File: config.mk
export PLATFORM = sky130hd
export DESIGN_NAME = stepper_ctrl
export DESIGN_NICKNAME = d
export VERILOG_FILES = /design/src/rtl/stepper_pkg.sv /design/src/rtl/stepper_channel.sv /design/src/rtl/stepper_ctrl.sv
export SDC_FILE = /design/constraint.sdc
export NUM_CORES = 1
export LEC_CHECK = 0
export CAP_MARGIN = 10
export CORE_MARGIN = 5
export CORE_UTILIZATION = 31
export CTS_CLUSTER_DIAMETER = 40
export DETAILED_ROUTE_END_ITERATION = 8
export DONT_BUFFER_PORTS = 1
export GPL_TIMING_DRIVEN = 0
export HOLD_SLACK_MARGIN = 0.12
export SKIP_LAST_GASP = 1
export SYNTH_ARGS = -nofsm -noshare
export SYNTH_HDL_FRONTEND = slang
export SYNTH_SLANG_ARGS = --single-unit
File: constraint.sdc
create_clock -name clock -period 2.85 [get_ports clock]
set_clock_uncertainty 0.2 [all_clocks]
set_input_delay 0 -clock clock [delete_from_list [all_inputs] [get_ports clock]]
set_output_delay 0 -clock clock [all_outputs]
set_load 0.01 [all_outputs]
File: src/rtl/stepper_pkg.sv
// rtl/stepper_pkg.sv - shared register map, control bits and phase table for stepper_ctrl
package stepper_pkg;

    // Register select values as seen on addr[3:2].
    localparam logic [1:0] REG_CTRL   = 2'd0;
    localparam logic [1:0] REG_PERIOD = 2'd1;
    localparam logic [1:0] REG_STEPS  = 2'd2;
    localparam logic [1:0] REG_STATUS = 2'd3;

    localparam int CTRL_START  = 0;
    localparam int CTRL_DIR    = 1;
    localparam int CTRL_HALF   = 2;
    localparam int CTRL_STOP   = 3;
    localparam int CTRL_HOLD   = 4;
    localparam int CTRL_IRQ_EN = 5;

    localparam int STATUS_BUSY = 0;
    localparam int STATUS_DONE = 1;

    // Half-step sequence, coil order A,B,A',B' from MSB to LSB; odd entries drive two coils.
    localparam logic [3:0] PHASE_SEQ [8] = '{
        4'b1000, 4'b1100, 4'b0100, 4'b0110,
        4'b0010, 4'b0011, 4'b0001, 4'b1001
    };

    typedef enum logic {IDLE, RUN} state_e;

endpackage

File: src/rtl/stepper_channel.sv
// rtl/stepper_channel.sv - one unipolar stepper channel: registers, step timer, phase index and FSM
module stepper_channel
    import stepper_pkg::*;
#(
    parameter int PERIOD_W = 24,
    parameter int STEPS_W  = 16
) (
    input  logic        clock,
    input  logic        reset,
    input  logic        wr_ctrl,
    input  logic        wr_period,
    input  logic        wr_steps,
    input  logic        wr_status,
    input  logic [31:0] wdata,
    input  logic [1:0]  rd_reg,
    output logic [31:0] rd_word,
    output logic [3:0]  coils,
    output logic        busy,
    output logic        irq
);

    state_e              state_d, state_q;
    logic                dir_d, dir_q, half_d, half_q, hold_d, hold_q;
    logic                irq_en_d, irq_en_q, done_d, done_q;
    logic [PERIOD_W-1:0] period_d, period_q, cnt_d, cnt_q;
    logic [STEPS_W-1:0]  remaining_d, remaining_q;
    logic [2:0]          index_d, index_q, step;
    logic                start, stop, set_done;
    logic                unused_wdata;

    assign unused_wdata = ^wdata;

    // A zero period behaves as one clock per step.
    function automatic logic [PERIOD_W-1:0] reload(input logic [PERIOD_W-1:0] p);
        return (p == '0) ? '0 : p - PERIOD_W'(1);
    endfunction

    always_comb begin
        state_d     = state_q;
        dir_d       = dir_q;
        half_d      = half_q;
        hold_d      = hold_q;
        irq_en_d    = irq_en_q;
        done_d      = done_q;
        period_d    = period_q;
        cnt_d       = cnt_q;
        remaining_d = remaining_q;
        index_d     = index_q;
        set_done    = 1'b0;
        stop        = wr_ctrl && wdata[CTRL_STOP];
        start       = wr_ctrl && wdata[CTRL_START] && !wdata[CTRL_STOP];
        step        = half_q ? 3'd1 : 3'd2;

        if (wr_ctrl) begin
            dir_d    = wdata[CTRL_DIR];
            half_d   = wdata[CTRL_HALF];
            hold_d   = wdata[CTRL_HOLD];
            irq_en_d = wdata[CTRL_IRQ_EN];
        end
        if (wr_period) begin
            period_d = wdata[PERIOD_W-1:0];
        end

        case (state_q)
            IDLE: begin
                if (wr_steps) begin
                    remaining_d = wdata[STEPS_W-1:0];
                end
                if (start) begin
                    if (remaining_q != '0) begin
                        state_d = RUN;
                        cnt_d   = reload(period_q);
                        // Full mode must sit on a two-coil entry before the first step.
                        if (!wdata[CTRL_HALF] && !index_q[0]) begin
                            index_d = index_q + 3'd1;
                        end
                    end else begin
                        set_done = 1'b1;
                    end
                end
            end
            RUN: begin
                if (stop) begin
                    state_d = IDLE;
                end else if (remaining_q == '0) begin
                    state_d  = IDLE;
                    set_done = 1'b1;
                end else if (cnt_q == '0) begin
                    index_d     = dir_q ? index_q + step : index_q - step;
                    remaining_d = remaining_q - STEPS_W'(1);
                    cnt_d       = reload(period_q);
                end else begin
                    cnt_d = cnt_q - PERIOD_W'(1);
                end
            end
        endcase

        if (wr_status && wdata[STATUS_DONE]) begin
            done_d = 1'b0;
        end
        if (set_done) begin
            done_d = 1'b1;
        end
    end

    always_ff @(posedge clock) begin
        if (reset) begin
            state_q     <= IDLE;
            dir_q       <= 1'b0;
            half_q      <= 1'b0;
            hold_q      <= 1'b0;
            irq_en_q    <= 1'b0;
            done_q      <= 1'b0;
            period_q    <= '0;
            cnt_q       <= '0;
            remaining_q <= '0;
            index_q     <= 3'd1;
        end else begin
            state_q     <= state_d;
            dir_q       <= dir_d;
            half_q      <= half_d;
            hold_q      <= hold_d;
            irq_en_q    <= irq_en_d;
            done_q      <= done_d;
            period_q    <= period_d;
            cnt_q       <= cnt_d;
            remaining_q <= remaining_d;
            index_q     <= index_d;
        end
    end

    always_comb begin
        rd_word = '0;
        case (rd_reg)
            REG_CTRL: begin
                rd_word[CTRL_DIR]    = dir_q;
                rd_word[CTRL_HALF]   = half_q;
                rd_word[CTRL_HOLD]   = hold_q;
                rd_word[CTRL_IRQ_EN] = irq_en_q;
            end
            REG_PERIOD: rd_word = 32'(period_q);
            REG_STEPS:  rd_word = 32'(remaining_q);
            REG_STATUS: begin
                rd_word[31:16]       = 16'(remaining_q);
                rd_word[STATUS_DONE] = done_q;
                rd_word[STATUS_BUSY] = (state_q == RUN);
            end
        endcase
    end

    assign busy  = (state_q == RUN);
    assign coils = (busy || hold_q) ? PHASE_SEQ[index_q] : 4'b0000;
    assign irq   = done_q && irq_en_q;

endmodule

File: src/rtl/stepper_ctrl.sv
// rtl/stepper_ctrl.sv - memory-mapped multi-channel stepper driver: decode, read register, irq merge
module stepper_ctrl
    import stepper_pkg::*;
#(
    parameter int NUM_CH   = 2,
    parameter int PERIOD_W = 24,
    parameter int STEPS_W  = 16
) (
    input  logic                clock,
    input  logic                reset,
    input  logic                sel,
    input  logic                wren,
    input  logic [7:0]          addr,
    input  logic [31:0]         wdata,
    output logic [31:0]         rdata,
    output logic [4*NUM_CH-1:0] coils,
    output logic [NUM_CH-1:0]   busy,
    output logic                irq
);

    logic [3:0]        ch_sel;
    logic [1:0]        reg_sel;
    logic [NUM_CH-1:0] wr_ctrl, wr_period, wr_steps, wr_status, ch_irq;
    logic [31:0]       rd_word [NUM_CH];
    logic [31:0]       rdata_d, rdata_q;
    logic              unused_addr;

    assign ch_sel      = addr[7:4];
    assign reg_sel     = addr[3:2];
    assign unused_addr = ^addr[1:0];

    for (genvar c = 0; c < NUM_CH; c++) begin : g_ch
        logic hit;
        assign hit          = sel && wren && (ch_sel == 4'(c));
        assign wr_ctrl[c]   = hit && (reg_sel == REG_CTRL);
        assign wr_period[c] = hit && (reg_sel == REG_PERIOD);
        assign wr_steps[c]  = hit && (reg_sel == REG_STEPS);
        assign wr_status[c] = hit && (reg_sel == REG_STATUS);

        stepper_channel #(
            .PERIOD_W (PERIOD_W),
            .STEPS_W  (STEPS_W)
        ) u_channel (
            .clock     (clock),
            .reset     (reset),
            .wr_ctrl   (wr_ctrl[c]),
            .wr_period (wr_period[c]),
            .wr_steps  (wr_steps[c]),
            .wr_status (wr_status[c]),
            .wdata     (wdata),
            .rd_reg    (reg_sel),
            .rd_word   (rd_word[c]),
            .coils     (coils[4*c +: 4]),
            .busy      (busy[c]),
            .irq       (ch_irq[c])
        );
    end

    // Unpopulated channels fall through to zero.
    always_comb begin
        rdata_d = rdata_q;
        if (sel) begin
            rdata_d = '0;
            for (int c = 0; c < NUM_CH; c++) begin
                if (ch_sel == 4'(c)) begin
                    rdata_d = rd_word[c];
                end
            end
        end
    end

    always_ff @(posedge clock) begin
        if (reset) begin
            rdata_q <= '0;
        end else begin
            rdata_q <= rdata_d;
        end
    end

    assign rdata = rdata_q;
    assign irq   = |ch_irq;

endmodule
# [Word level (Yosys, flattened, before mapping)]
# Memories as Yosys holds them, arrays and structs flattened.
# Cells that the tools add are included.
[totals] mem_bits_rw=0 mem_bits_ro=64 inputBits=44 latchBits=0 out_inout_bits=43 regBits=178 wordCells=195 mem_count=2
[op_classes] n_eq_ne=18 n_shift=0 muxes=88 div=0 n_reduce_logical=48 mul=0 bitwise_logic=4 order_cmp=2 add_sub_neg=12
[mem_list] name="(no name shown)" words=8 width=4 read_ports=1 rd_clocked_by_memory_dff=0 wr=0 line="stepper_channel.sv:152" source="assign coils = (busy || hold_q) ? PHASE_SEQ[index_q] : 4'b0000;"
[mem_list] name="(no name shown)" words=8 width=4 read_ports=1 rd_clocked_by_memory_dff=0 wr=0 line="stepper_channel.sv:152"
[op_table] op="$mux 24" count=12
[op_table] op="$mux 16" count=8
[op_table] op="$pmux 16 s2" count=4
[op_table] op="$logic_not 24->1" count=4
[op_table] op="$pmux 24 s2" count=2
[op_table] op="$sub 24x1->24 const B" count=4
[op_table] op="$mux 32" count=2
[op_table] op="$mux 3" count=14
[op_table] op="$pmux 10 s2" count=2
[op_table] op="$logic_not 16->1" count=2
[op_table] op="$reduce_bool 16->1" count=2
[op_table] op="$sub 16x1->16 const B" count=2
[op_table] op="$mux 4" count=6
[op_table] op="$logic_and 1x1->1" count=23
[op_table] op="$mux 1" count=20
[op_table] op="$ne 2x1->1 const B" count=8
[op_table] op="$reduce_and 4->1" count=4
[op_table] op="$ne 2x2->1 const B" count=6
[op_table] op="$pmux 1 s2" count=6
[op_table] op="$pmux 1 s3" count=4
[op_table] op="$pmux 2 s3" count=2
[op_table] op="$pmux 3 s2" count=2
[op_table] op="$reduce_and 6->1" count=2
[op_table] op="$ge 4x4->1 const B" count=2
[op_table] op="other kinds (16)" count=29

# [Depth between registers and ports, before layout]
[depth] ltp_word=8 mapped_depth=11 depth_no_buf=8

# [Hierarchy]
# A second synthesis with hierarchy kept.
[hier_totals] cells_unflattened=1399 hier_area_um2=11476.0
[by_module_without_submodules] mod="stepper_channel at g_ch[0].u_channel" area_per_inst_um2=4839.6 seq_area_each_um2=1461.4 n_inst=1 cells_each=628
[by_module_without_submodules] mod="stepper_channel at g_ch[1].u_channel" area_per_inst_um2=4758.3 seq_area_each_um2=1461.4 n_inst=1 cells_each=607
[by_module_without_submodules] mod="stepper_ctrl" area_per_inst_um2=1878.1 seq_area_each_um2=640.6 n_inst=1 cells_each=164

# [Worst setup path after synthesis]
# Ideal clock, no wire load.
[synth_timing] path_type="register to register" from="reg g_ch[0].u_channel.remaining_q[0]" to="reg g_ch[0].u_channel.remaining_q[2]" setup_ns=0.117 path_slack_ns=0.304 period_less_slack_ns=2.546 path_stages_with_launch=9 arrival_ns=2.229 cell_sequence="dfxtp_1 inv_1 ha_1 or4b_2 nor4_4 nor4_1 or2_1 buf_2 a32o_1"
[synth_between] elab_chain_cells=5 elab_cells_between_ends=8 classes_between="1 x add/sub; 1 x eq/ne; 4 x mux; 2 x reduce/logical"
[synth_rtl] item="from (decl)" line="stepper_channel.sv:26" source="logic [STEPS_W-1:0] remaining_d, remaining_q;"
[synth_rtl] item="from (signal assigned)" line="stepper_channel.sv:127" source="remaining_q <= remaining_d;"
[synth_rtl] item="$sub 16x1->16" line="stepper_channel.sv:90" source="remaining_d = remaining_q - STEPS_W'(1);"
[synth_rtl] item="$mux 16" line="stepper_channel.sv:88" source="end else if (cnt_q == '0) begin"
[synth_rtl] item="$mux 16" line="stepper_channel.sv:85" source="end else if (remaining_q == '0) begin"
[synth_rtl] item="$mux 16" line="stepper_channel.sv:83" source="if (stop) begin"
[synth_rtl] item="$pmux 16 s2" line="stepper_channel.sv:64" source="case (state_q)"
# Parallel ways exist; a longest one is shown, timed or not. The select of a mux whose other input is x is not followed.
# A chain may end at the register's enable or synchronous reset.

# [Worst setup path in the final report]
[layout_timing] from="reg g_ch[0].u_channel.remaining_q[7]" to="reg g_ch[0].u_channel.remaining_q[13]"
# Same word-level chain as after synthesis.

==> summary.txt <==
Port-buffer cells -> 0
Seq/Total Area, Yosys -> 0.3327
Worst-path clk slew -> 70 ps
First-pass GRT wire length -> 68,000 um
Fin Hold WS -> 123.4 ps
WP data required -> 2940 ps
Gr ovfl total -> 0
Die height -> 195.9 um
Post-synthesis cell type count -> 78
Post-Synth XOR/XNOR Area -> 0.03761
Via Count -> 11.78k
CP cell instances -> buf_2 > or4_1 > buf_2 > nor4_4 > buf_6 > nor4_2 > or2_1 > buf_4 > a21oi_1 > a211oi_2
Fillers -> 3,559
Static leakage -> 0.004650 uW
Number of global-route vias before repair -> 10.94k
TritonCTS clock tree -> built
Vias per inst -> 5.925
Largest net degree at the start of global routing -> 19
Pre-CTS setup slack -> -454.7 ps
Row cnt -> 68
CP Capture Type -> flip-flop
Critical path type -> flip-flop to flip-flop
Slowest cell on crit path -> or4_1
First-pass iteration count of the detailed router -> 7
Design Power -> 5360 uW
# H-tree levels -> 4
Max-slew headroom -> 0.1953
Mux cell area share after synthesis -> 0.02909
Antenna viol nets, final -> 0
Initial antenna violation count -> 1
Commonest non-fill, non-tap cells in the layout -> nand2_1, dfxtp_1, a21oi_1
Mapped Cells -> 1,426
RSZ-0062 raised after global routing -> true
Area share of the largest cell type after synthesis -> 0.3327
Layout area overhead -> 20.13%
Core area -> 34,290 sq um
Most common cell after layout, fill and taps aside -> nand2_1
Detail Placement HPWL -> 33,320 um
Die Area -> 38,370 sq um
Worst vdd ir -> 407.3 uV
Fin. Hold Viols -> 0
Final Setup Violations -> 0
Worst EP arrival -> 2890 ps
Cell Area, Synth -> 10,710 sq um
Synth Area in Compound Gates -> 0.2428
DRC Markers -> 0
DRT iter0 DRCs -> 1,628
Post-synthesis average cell area -> 7.512 sq um
Async set or reset register ratio after synthesis -> 0
Critical path's most frequent cell -> buf_2
Cell taking the most area after synthesis -> dfxtp_1
Layout cells sized above 1 -> 0.09406
Status -> finished, final reports clean
Initial core utilization -> 0.3124
Fmax -> 0.3579 GHz
Hold Path Class -> primary input to flip-flop
Largest family of logic cells by synthesized area -> simple AND/OR/NAND/NOR gates
Layout Nets -> 1,583
Fin crit period -> 2794 ps
Main synth FF type -> dfxtp_1
Post-synth EDFFs -> 0
CTS max path bufs -> 2
Tightest Pin Transition -> 1177 ps
Die Wd -> 195.9 um
Worst-path maximum fanout -> 10
Post-Layout Inst Area -> 12,870 sq um
Area of the multi-input gates -> 6849 sq um
FF/Latch Area -> 3571 sq um
Startpoint types -> flip-flop
Max Slew Vio Count -> 0
Root Driver -> clkbuf_16
YS warnings -> 0
Area contributors post-synth -> dfxtp_1, a21oi_1, nand2_1
Yosys reg bits -> 178
CP peak stage delay -> 520 ps
Latest clock arrival within the worst-skew pair -> 460 ps
Clock sinks -> 178
Max-Cap Viols -> 0
Wirelength per Cell -> 22.70 um
PD cells -> 416.5 nW/um^2
WL final -> 45,130 um
Inserted Clock Buffers -> 17
Final period utilization -> 0.9803
Syn_nets -> 1,491
Worst setup margin -> 56.17 ps
Placed Area -> 11,280 sq um
GR Util All Layers -> 0.2283
Adder-cell share of the synthesized area -> 0.02593
Simple-gate share of the synthesized area -> 0.2812
Io pins -> 87
Gp weighted congestion -> 0.9877
==> Yosys cell counts, types with 8 or more instances <==
library cell,instances
mux2i_1,30
nor3_1,67
buf_1,8
a31oi_1,10
o211ai_1,24
nor2b_1,31
ha_1,19
or3_1,21
nand2_1,181
nand4_1,17
buf_2,14
nand3_1,49
inv_1,35
o22ai_1,17
o32ai_1,9
a222oi_1,10
nand2b_1,10
nor2_1,138
or4_1,14
o21ai_0,72
clkbuf_1,72
a21oi_1,166
nor4_1,21
a221oi_1,13
xor2_1,20
a211oi_1,13
a22oi_1,14
a32o_1,14
xnor2_1,26
or2_2,8
dfxtp_1,178
==> worst paths after layout <==
check | start | endpoint | slack [ps] | depth (start not counted)
setup / recovery | g_ch[0].u_channel.remaining_q[7]$_SDFFE_PP0P_ | g_ch[0].u_channel.remaining_q[13]$_SDFFE_PP0P_ | 60 | 10
hold / removal | reset | g_ch[1].u_channel.index_q[2]$_SDFFE_PP0P_ | 120 | 3
setup reg to reg | g_ch[0].u_channel.remaining_q[7]$_SDFFE_PP0P_ | g_ch[0].u_channel.remaining_q[13]$_SDFFE_PP0P_ | 60 | 10
hold reg to reg | g_ch[0].u_channel.cnt_q[23]$_SDFFE_PP0P_ | g_ch[0].u_channel.cnt_q[23]$_SDFFE_PP0P_ | 290 | 2
==> registers in the layout, summed over array words and instances, names as in the netlist <==
signal and count:
g_ch.u_channel.done_q 2, g_ch.u_channel.hold_q 2, g_ch.u_channel.busy 2, g_ch.u_channel.index_q 6
g_ch.u_channel.cnt_q 48, g_ch.u_channel.half_q 2, g_ch.u_channel.remaining_q 32, rdata 32
g_ch.u_channel.irq_en_q 2, g_ch.u_channel.dir_q 2, g_ch.u_channel.period_q 48
==> kinds of logic after synthesis <==
group	after synthesis
buffers and inverters	134
multiplexers	31
AND/OR/NAND/NOR	607
flip-flops	178
AO/OA/AOI/OAI	409
XOR/XNOR	46
adder cells (fa/ha/maj)	21
==> critical path, delay by kind of cell, from the launching register on <==
kind	cells	cell delay [ps]
AND/OR/NAND/NOR	4	1180
buffers and inverters	4	740
flip-flops	1	300
AO/OA/AOI/OAI	2	220
==> final cells by class <==
type / count / area share
Buffer: 96 / 0.03287
Antenna cell: 2 / 0.0003890
Clock buffer: 18 / 0.03335
Multi-Input combinational cell: 1114 / 0.5323
Inverter: 36 / 0.01070
Timing Repair Buffer: 75 / 0.05591
Clock inverter: 14 / 0.01274
Sequential cell: 178 / 0.2775
Tap cell: 455 / 0.04424
==> per-layer routing <==
metal | global-route usage | share of wire | wire [um]
met5 | 0 | 0 | 0
met3 | 0.05066 | 0.089 | 4033
met4 | 0.1071 | 0.055 | 2465
met2 | 0.3573 | 0.44 | 19830
met1 | 0.2996 | 0.42 | 18800
==> report_power, final <==
group	total [uW]	switching [uW]	internal (uW)
sequential	2500	8.40	2490
clock	2460	1210	1250
combinational	402	281	122
total	5360	1500	3860
==> repair_timing <==
action | CTS | global route
buffers inserted | 3 | 11
endpoints found under the setup margin | 90 | 70
endpoints found under the hold margin | 135 | 0
pin swaps | 4 | 6
gates resized for setup | 35 | 37
hold buffers | 61 | 0
==> through the flow <==
stage / TNS (ps) / instances / utilization
2_1_floorplan: 0 / 1426 / -
3_3_place_gp: -21490 / 1881 / 0.3290
3_5_place_dp: -20960 / 1881 / 0.3290
4_1_cts: -42.10 / 1977 / 0.3694
5_1_grt: -29.16 / 1987 / 0.3752
6_report: 0 / 1988 / 0.3753
Power figures use the tool's default switching activity.
